## src/rtl/svca_multi.sv

```systemverilog
// Multi-channel voltage-controlled amplifier: one shared multiplier is time-multiplexed
// across channels per frame, with per-channel gain slew limiting and unipolar/bipolar modes.
module svca_multi #(
  parameter int CHANNELS  = 4,
  parameter int DW        = 8,
  parameter int CW        = 8,
  parameter int SLEW_STEP = 1
) (
  input  logic                   clk,
  input  logic                   rst_n,
  input  logic                   sample_stb,
  input  logic [CHANNELS*DW-1:0] sig_in,
  input  logic [CHANNELS*CW-1:0] cv_in,
  input  logic                   bipolar,
  output logic [CHANNELS*DW-1:0] sig_out,
  output logic                   out_valid,
  output logic                   busy,
  output logic                   overrun
);
  // Handshake: sample_stb is a single-cycle request, accepted only while idle (busy=0);
  // out_valid is a single-cycle pulse and a new sample_stb may coincide with it.
  localparam int CH_W = (CHANNELS > 1) ? $clog2(CHANNELS) : 1;
  localparam int PW   = DW + CW + 2;
  localparam logic [CW:0]          STEP   = (CW+1)'(SLEW_STEP);
  localparam logic [CW-1:0]        G_FULL = '1;
  localparam logic [DW-1:0]        MID_D  = DW'(1) << (DW-1);
  localparam logic signed [DW:0]   MID_S  = {1'b0, MID_D};

  typedef enum logic [1:0] {IDLE, RUN, FLUSH} state_t;
  state_t state, state_nxt;

  logic [CHANNELS*DW-1:0] sh_sig;
  logic [CHANNELS*CW-1:0] sh_cv;
  logic                   sh_bip;
  logic [CW-1:0]          gain [CHANNELS];
  logic [CH_W-1:0]        ch;
  logic                   last_ch;

  logic [CW-1:0]          g_cur, c_cur, g_new;
  logic [CW:0]            g_ext, c_ext;
  logic [DW-1:0]          s_cur;
  logic signed [DW:0]     s_op;
  logic signed [PW-1:0]   prod_nxt;

  logic                   p_vld, p_unity;
  logic [CH_W-1:0]        p_ch;
  logic signed [PW-1:0]   p_prod;
  logic [DW-1:0]          wb_prod, wb_val;
  logic [CHANNELS*DW-1:0] stage, stage_nxt;

  assign last_ch = (ch == CH_W'(CHANNELS-1));
  assign busy    = (state != IDLE);

  always_ff @(posedge clk or negedge rst_n) begin
    if (!rst_n) state <= IDLE;
    else        state <= state_nxt;
  end

  always_comb begin
    state_nxt = state;
    case (state)
      IDLE:    if (sample_stb) state_nxt = RUN;
      RUN:     if (last_ch)    state_nxt = FLUSH;
      FLUSH:   state_nxt = IDLE;
      default: state_nxt = IDLE;
    endcase
  end

  // Gain update works in CW+1 bits so stepping never wraps past 0 or full scale.
  always_comb begin
    g_cur = gain[ch];
    c_cur = sh_cv[ch*CW +: CW];
    g_ext = {1'b0, g_cur};
    c_ext = {1'b0, c_cur};
    g_new = g_cur;
    if (SLEW_STEP == 0)     g_new = c_cur;
    else if (c_ext > g_ext) g_new = ((c_ext - g_ext) > STEP) ? CW'(g_ext + STEP) : c_cur;
    else if (c_ext < g_ext) g_new = ((g_ext - c_ext) > STEP) ? CW'(g_ext - STEP) : c_cur;
  end

  // Bipolar samples are re-centred around zero so one signed multiply serves both modes.
  always_comb begin
    s_cur    = sh_sig[ch*DW +: DW];
    s_op     = sh_bip ? ($signed({1'b0, s_cur}) - MID_S) : $signed({1'b0, s_cur});
    prod_nxt = s_op * $signed({1'b0, g_new});
  end

  // Full-scale gain passes the sample through untouched; the shift alone would lose one LSB.
  always_comb begin
    wb_prod   = DW'(p_prod >>> CW);
    wb_val    = p_unity ? sh_sig[p_ch*DW +: DW] : (wb_prod + (sh_bip ? MID_D : '0));
    stage_nxt = stage;
    if (p_vld) stage_nxt[p_ch*DW +: DW] = wb_val;
  end

  always_ff @(posedge clk or negedge rst_n) begin
    if (!rst_n) begin
      sh_sig    <= '0;
      sh_cv     <= '0;
      sh_bip    <= 1'b0;
      for (int k = 0; k < CHANNELS; k++) gain[k] <= '0;
      ch        <= '0;
      p_vld     <= 1'b0;
      p_unity   <= 1'b0;
      p_ch      <= '0;
      p_prod    <= '0;
      stage     <= '0;
      sig_out   <= '0;
      out_valid <= 1'b0;
      overrun   <= 1'b0;
    end else begin
      p_vld     <= 1'b0;
      out_valid <= (state == FLUSH);
      overrun   <= sample_stb && (state != IDLE);
      stage     <= stage_nxt;
      if (state == IDLE) begin
        ch <= '0;
        if (sample_stb) begin
          sh_sig <= sig_in;
          sh_cv  <= cv_in;
          sh_bip <= bipolar;
        end
      end
      if (state == RUN) begin
        gain[ch] <= g_new;
        p_prod   <= prod_nxt;
        p_unity  <= (g_new == G_FULL);
        p_ch     <= ch;
        p_vld    <= 1'b1;
        ch       <= last_ch ? '0 : ch + 1'b1;
      end
      if (state == FLUSH) sig_out <= stage_nxt;
    end
  end
endmodule

```

## config.mk

```make
export PLATFORM = sky130hd
export DESIGN_NAME = svca_multi
export DESIGN_NICKNAME = d
export VERILOG_FILES = /design/src/rtl/svca_multi.sv
export SDC_FILE = /design/constraint.sdc
export NUM_CORES = 1
export LEC_CHECK = 0
export ABC_CLOCK_PERIOD_IN_PS = 8800
export CAP_MARGIN = 20
export CORE_ASPECT_RATIO = 1.2
export CORE_MARGIN = 5
export CORE_UTILIZATION = 50
export DETAILED_ROUTE_END_ITERATION = 16
export PLACE_DENSITY = 0.76
export SLEW_MARGIN = 20
export SYNTH_ARGS = -nofsm -noshare
export SYNTH_HDL_FRONTEND = slang
export SYNTH_SLANG_ARGS = --single-unit
```

## constraint.sdc

```tcl
create_clock -name clk -period 8.8 [get_ports clk]
set_input_delay 1.76 -clock clk [delete_from_list [all_inputs] [get_ports clk]]
set_output_delay 1.76 -clock clk [all_outputs]
set_load 0.01 [all_outputs]
```

==> Word-level counts from Yosys, hierarchy flattened <==
Index checks and enable logic that the tools add are counted.
{ "totals": {"word_cells": 73, "input_bits": 68, "regBits": 187} }
{ "op_classes": {"n_reduce_logical": 7, "muxes": 22, "n_addsub": 8, "n_mul": 1, "n_eq_ne": 6, "n_bitwise": 1, "shift": 5, "order_cmp": 6} }
{ "op_table": {"columns": ["op", "n"], "rows": [
  ["32-bit by 6-bit variable part select with 8-bit output", 3],
  ["8-bit two-way mux", 9],
  ["32-bit bitwise mux", 2],
  ["5-bit negator with 34-bit output", 1],
  ["8-bit by 34-bit variable shift with 32-bit output (first input constant)", 1],
  ["8-bit by 34-bit variable part select with 32-bit output", 1],
  ["32-bit two-way mux", 1],
  ["9-bit by 1-bit greater-than comparator with 1-bit output (second input constant)", 2],
  ["8-bit by 8-bit subtractor with 9-bit output", 2],
  ["8-bit binary-select mux with 2-bit select", 1],
  ["8-bit demux with 2-bit select", 1],
  ["9-bit by 9-bit multiplier with 16-bit output", 1],
  ["2-bit two-way mux", 5],
  ["9-bit two-way mux", 1],
  ["8-bit by 8-bit subtractor with 9-bit output (second input constant)", 1],
  ["8-bit by 1-bit adder with 8-bit output (second input constant)", 1],
  ["8-bit adder", 1],
  ["8-bit == test (second input constant)", 1],
  ["8-bit greater-than comparator", 1],
  ["8-bit less-than comparator", 1],
  ["8-bit by 1-bit subtractor with 8-bit output (second input constant)", 1],
  ["2-bit == test (second input constant)", 2],
  ["2-bit inequality test (second input constant)", 2],
  ["2-bit case mux with 2 select lines", 1],
  ["other kinds (10)", 13]
]} }

==> Logic depth before layout (Yosys ltp) <==
{ "depth": {"depth_word": 10, "depth_mapped": 36} }

==> Least setup slack after synthesis <==
OpenSTA, ideal clock, no wires.
{ "synth_path": {"path_type": "reg2reg", "start": "reg ch[0]", "end": "reg p_prod[14]", "path_slack_ns": 0.302, "arrival_ns": 8.360, "path_stages_with_launch": 31, "cell_sequence": "dfrtp_1 buf_2 buf_2 mux4_2 ha_1 fa_1 nand2b_1 a21oi_2 mux2i_1 or4_4 nor4_4 buf_2 mux2_2 a221o_1 or2_2 fa_1 inv_1 fa_1 fa_1 inv_1 fa_1 inv_1 ha_1 a21o_1 a21oi_1 nand2_1 a21oi_1 nand2b_1 o21bai_1 a2111oi_0 nor3_1"} }
{ "synth_between": {"elab_chain_len": 10} }
{ "synth_rtl": {"columns": ["item", "line", "source"], "rows": [
  ["from (decl)", "36", "logic [CH_W-1:0] ch;"],
  ["from (signal assigned)", "130", "ch <= last_ch ? '0 : ch + 1'b1;"],
  ["branches (longest 9 deep; another with 8-bit by 8-bit subtractor with 9-bit output)", null, null],
  ["9-bit by 9-bit multiplier with 16-bit output *", "85", "prod_nxt = s_op * $signed({1'b0, g_new});"],
  ["to (signal assigned)", "126", "p_prod <= prod_nxt;"],
  ["to (decl)", "47", "logic signed [PW-1:0] p_prod;"]
]} }
Every way passes the cells marked *. The select of a mux whose other input is x is not followed.
A chain may end at the register's enable or synchronous reset.

==> Worst setup path after layout <==
Ends and elaborated chain as after synthesis.

==> run summary <==
The run finished with clean final reports. The wire length reported by the detailed router is 29.3 mm. For this run, asynchronously set or reset flops after synthesis account for 100%. The tools report the sink count of the clock tree as 179. For this run, the post-layout net count is 1,374.

Stage delay of the slowest cell on the critical path: 0.64 ns. By area the synthesized netlist is led by sky130_fd_sc_hd__dfrtp_1 40%, sky130_fd_sc_hd__fa_1 9.9%, sky130_fd_sc_hd__mux2_2 8.4%. The layout overhead on the synthesized area is 18.3%. For the number of failing setup endpoints in the final timing report, the log shows 0. Input and output buffers added on the ports amount to 102.

Leading area contributor after synthesis: sky130_fd_sc_hd__dfrtp_1. Setup repair after global routing left no endpoint under its margin. In this run the deepest clock path goes through 2 buffers. The floorplan has 60 rows.

In the final layout, the share of cells above drive strength 1 is 17.0%. TritonCTS built the clock tree. Once layout is complete, the utilization of the core stands at 59.9%.

In the synthesized netlist, the number of instances is 1,086. The critical path is of the flip-flop to flip-flop type. For the I/O pin count, the log shows 103. The via count normalized by instance count was 5.81; the placeable core area was 22,400 um2. In the routed design, unresolved DRC markers number 0. The number of enable flip-flop cells after synthesis is 0, and the starting DRC count in detailed routing is 742. 0 antenna diodes ended up in the layout. In the final routed layout, each cell accounts on average for 19.7 um. Register bit count reported by yosys: 179. When the netlist entered floorplanning its net count stood at 1,265. The number of buffers created by CTS is 17, and the horizontal die dimension is 147 um. After synthesis, the largest area contributor takes up 39.5% of total cell area. In this run the mean area of a mapped cell was 10.4 um2. The area of the die is 25,800 um2. Vertical die dimension: 175 um. STA classifies the critical path endpoint as a flip-flop. The number of slew-limit violations in the final report was 0; the total of fill cells in the finished design was 1,768. The transition time at the pin with the least slew margin was 1.02 ns. After layout, the minimum clock period comes to 8.38 ns.

The post-route fraction of the period consumed by the critical path came out at 95.2%. Counting stages on the worst path, the most repeated cell is sky130_fd_sc_hd__fa_1. The first global-routing pass estimated 47.3 mm of wire.

Among all cell types in the netlist, the one instantiated most often is sky130_fd_sc_hd__nand2_1. Entering global routing, the biggest net connects 111 pins. Summed over all failing endpoints, the final setup total negative slack is 0 ns. The number of warnings printed during yosys synthesis was 0; the final count of hold timing violations was 0. Of all nets on the critical path, the largest fanout is 12. Timing analysis after detailed placement gives a worst setup slack of 0.232 ns. After clock tree synthesis, the clock-pin slew on the worst setup and hold paths is 0.07 ns. In this run, distinct cell masters in the synthesized netlist total 61. After global routing the overflow that remains totals 0.

The sequential share of the synthesized area was 39.5%; the maximum frequency from static timing analysis was 0.119 GHz. The logs give 0 for the post-cts hold buffer count and 11,300 um2 for the mapped cell area. The commonest cells after synthesis are 185 x sky130_fd_sc_hd__nand2_1, 179 x sky130_fd_sc_hd__dfrtp_1, 105 x sky130_fd_sc_hd__inv_1, 84 x sky130_fd_sc_hd__mux2_2, 67 x sky130_fd_sc_hd__nor2_1. Highest-delay cell along the critical path: sky130_fd_sc_hd__mux4_2. At the worst endpoint, the arrival time is 8.69 ns.

The worst clock skew on the final layout was 0.00613 ns. The worst hold path belongs to the class flip-flop to flip-flop. The tools report the number of maximum-capacitance violations as 0.

For the worst-skew pair, the clock arrives at the later sink with an insertion delay of 0.43 ns. At the worst endpoint, the required time is 9.11 ns. For the final HPWL from detailed placement, the log shows 21.6 mm.

The number of nets with antenna violations after detailed routing is 0, and the area taken by flip-flops and latches is 4480 um2. The run gives 8,980 as the via count of the first global-routing pass. Root buffer selected by CTS: sky130_fd_sc_hd__clkbuf_16.

The weighted congestion at the end of routability-driven global placement was 0.893; the final worst slack was 0.418 ns. Before antenna repair, the detailed router went through 12 iterations. The H-tree was split into 4 levels. For this run, the leading register cell type out of synthesis is sky130_fd_sc_hd__dfrtp_1.

The effective utilization at floorplan came out at 50.6%. The startpoint kind of the worst setup timing path is a flip-flop. The routed layout has 8,641 vias.

The tools report the number of antenna violations at the first check in global routing as 0. In the final layout, the multi-input gates occupy 6280 um2. The logs give 23.1% for the total global-route track usage and 31.6% for the headroom to the max-slew limit.
[worst max-delay path, delay by kind of cell (launching register included)]
kind,cells,cell delay (ns)
adder cells (fa/ha/maj),6,2.96
AO/OA/AOI/OAI,8,1.73
buffers and inverters,5,0.60
multiplexers,3,1.07
flip-flops,1,0.45
AND/OR/NAND/NOR,6,1.46
[cells in the final DEF (no fill, tap or decap), drive strengths merged, types with 4 or more instances in the layout]
| master | synthesis | layout |
|---|---|---|
| a221o | 5 | 5 |
| nor3 | 6 | 6 |
| mux4 | 26 | 26 |
| buf | 13 | 39 |
| xor2 | 6 | 6 |
| a31oi | 5 | 5 |
| and2 | 5 | 5 |
| a22o | 33 | 33 |
| clkdlybuf4s50 | 0 | 101 |
| nand2 | 185 | 185 |
| nor2b | 7 | 7 |
| o21ai | 54 | 54 |
| mux2i | 13 | 13 |
| or2 | 7 | 7 |
| ha | 55 | 55 |
| xnor2 | 16 | 16 |
| nor4b | 4 | 4 |
| or4 | 4 | 4 |
| nand3 | 10 | 10 |
| a211oi | 7 | 7 |
| clkinv | 1 | 10 |
| mux2 | 84 | 84 |
| a21oi | 24 | 24 |
| nor4 | 4 | 4 |
| nand2b | 18 | 18 |
| inv | 105 | 108 |
| fa | 56 | 56 |
| a21o | 6 | 6 |
| or3 | 5 | 5 |
| and3 | 6 | 6 |
| clkbuf | 38 | 20 |
| nor2 | 67 | 67 |
| dfrtp | 179 | 179 |
[area by class of cell]
type                    count  share of cell area, %
clock buffers              19                   3.30
flip-flops and latches    179                   33.4
multi-input cells         750                   46.9
repair buffers            141                   9.83
inverters                 106                   2.97
well taps                 279                   2.60
clock inverters            13                  0.971
[state kept, by name, summed over array words and instances, names as in the netlist, 2 cells and up]
register  count
p_ch          2
p_prod        8
state         2
sh_cv        32
gain         32
stage        32
sig_out      32
sh_sig       32
ch            2
[per-stage QoR]
step                cells  instance area, um2  hold slack (ns)
floorplan            1086               11300            0.445
global route         1487               13400            0.505
detailed placement   1448               12700            0.462
global placement     1448               12700            0.460
CTS                  1480               13300            0.479
finish               1487               13400            0.472
[what timing repair did]
action | in CTS | in global routing
setup buffers | 0 | 7
gates resized for setup | 0 | 9
endpoints found under the setup margin | 0 | 4
[cells by family after synthesis]
| family | synth area share, % |
|---|---|
| xor gates and xnor gates | 1.70 |
| adders and majority gates | 16.0 |
| AOI/OAI and AO/OA | 9.83 |
| DFF | 39.5 |
| and+or+nand+nor | 12.9 |
| muxes | 14.7 |
| buffers and inverters | 5.32 |
[worst paths after layout]
kind                            start         end  slack [ns]  depth (start not counted)
setup / recovery                ch[0]  p_prod[14]        0.42                         28
hold / removal             sig_out[9]  sig_out[9]        0.47                          2
setup reg to reg                ch[0]  p_prod[14]        0.42                         28
hold reg to reg            sig_out[9]  sig_out[9]        0.47                          2
max in group asynchronous       rst_n       ch[0]        5.87                          2
min in group asynchronous       rst_n  p_prod[15]        1.41                          1
[per-layer routing]
layer	global-route usage (%)	up-vias	wire, um
met5	0	-	0
met4	7.42	0	710
met3	4.20	62	1930
met2	39.4	337	14900
met1	30.0	4351	11800
li1	-	3891	-
Power is left out: the tool's default activity adds up to more than one toggle a clock period on the data nets, which glitch-free logic cannot reach.
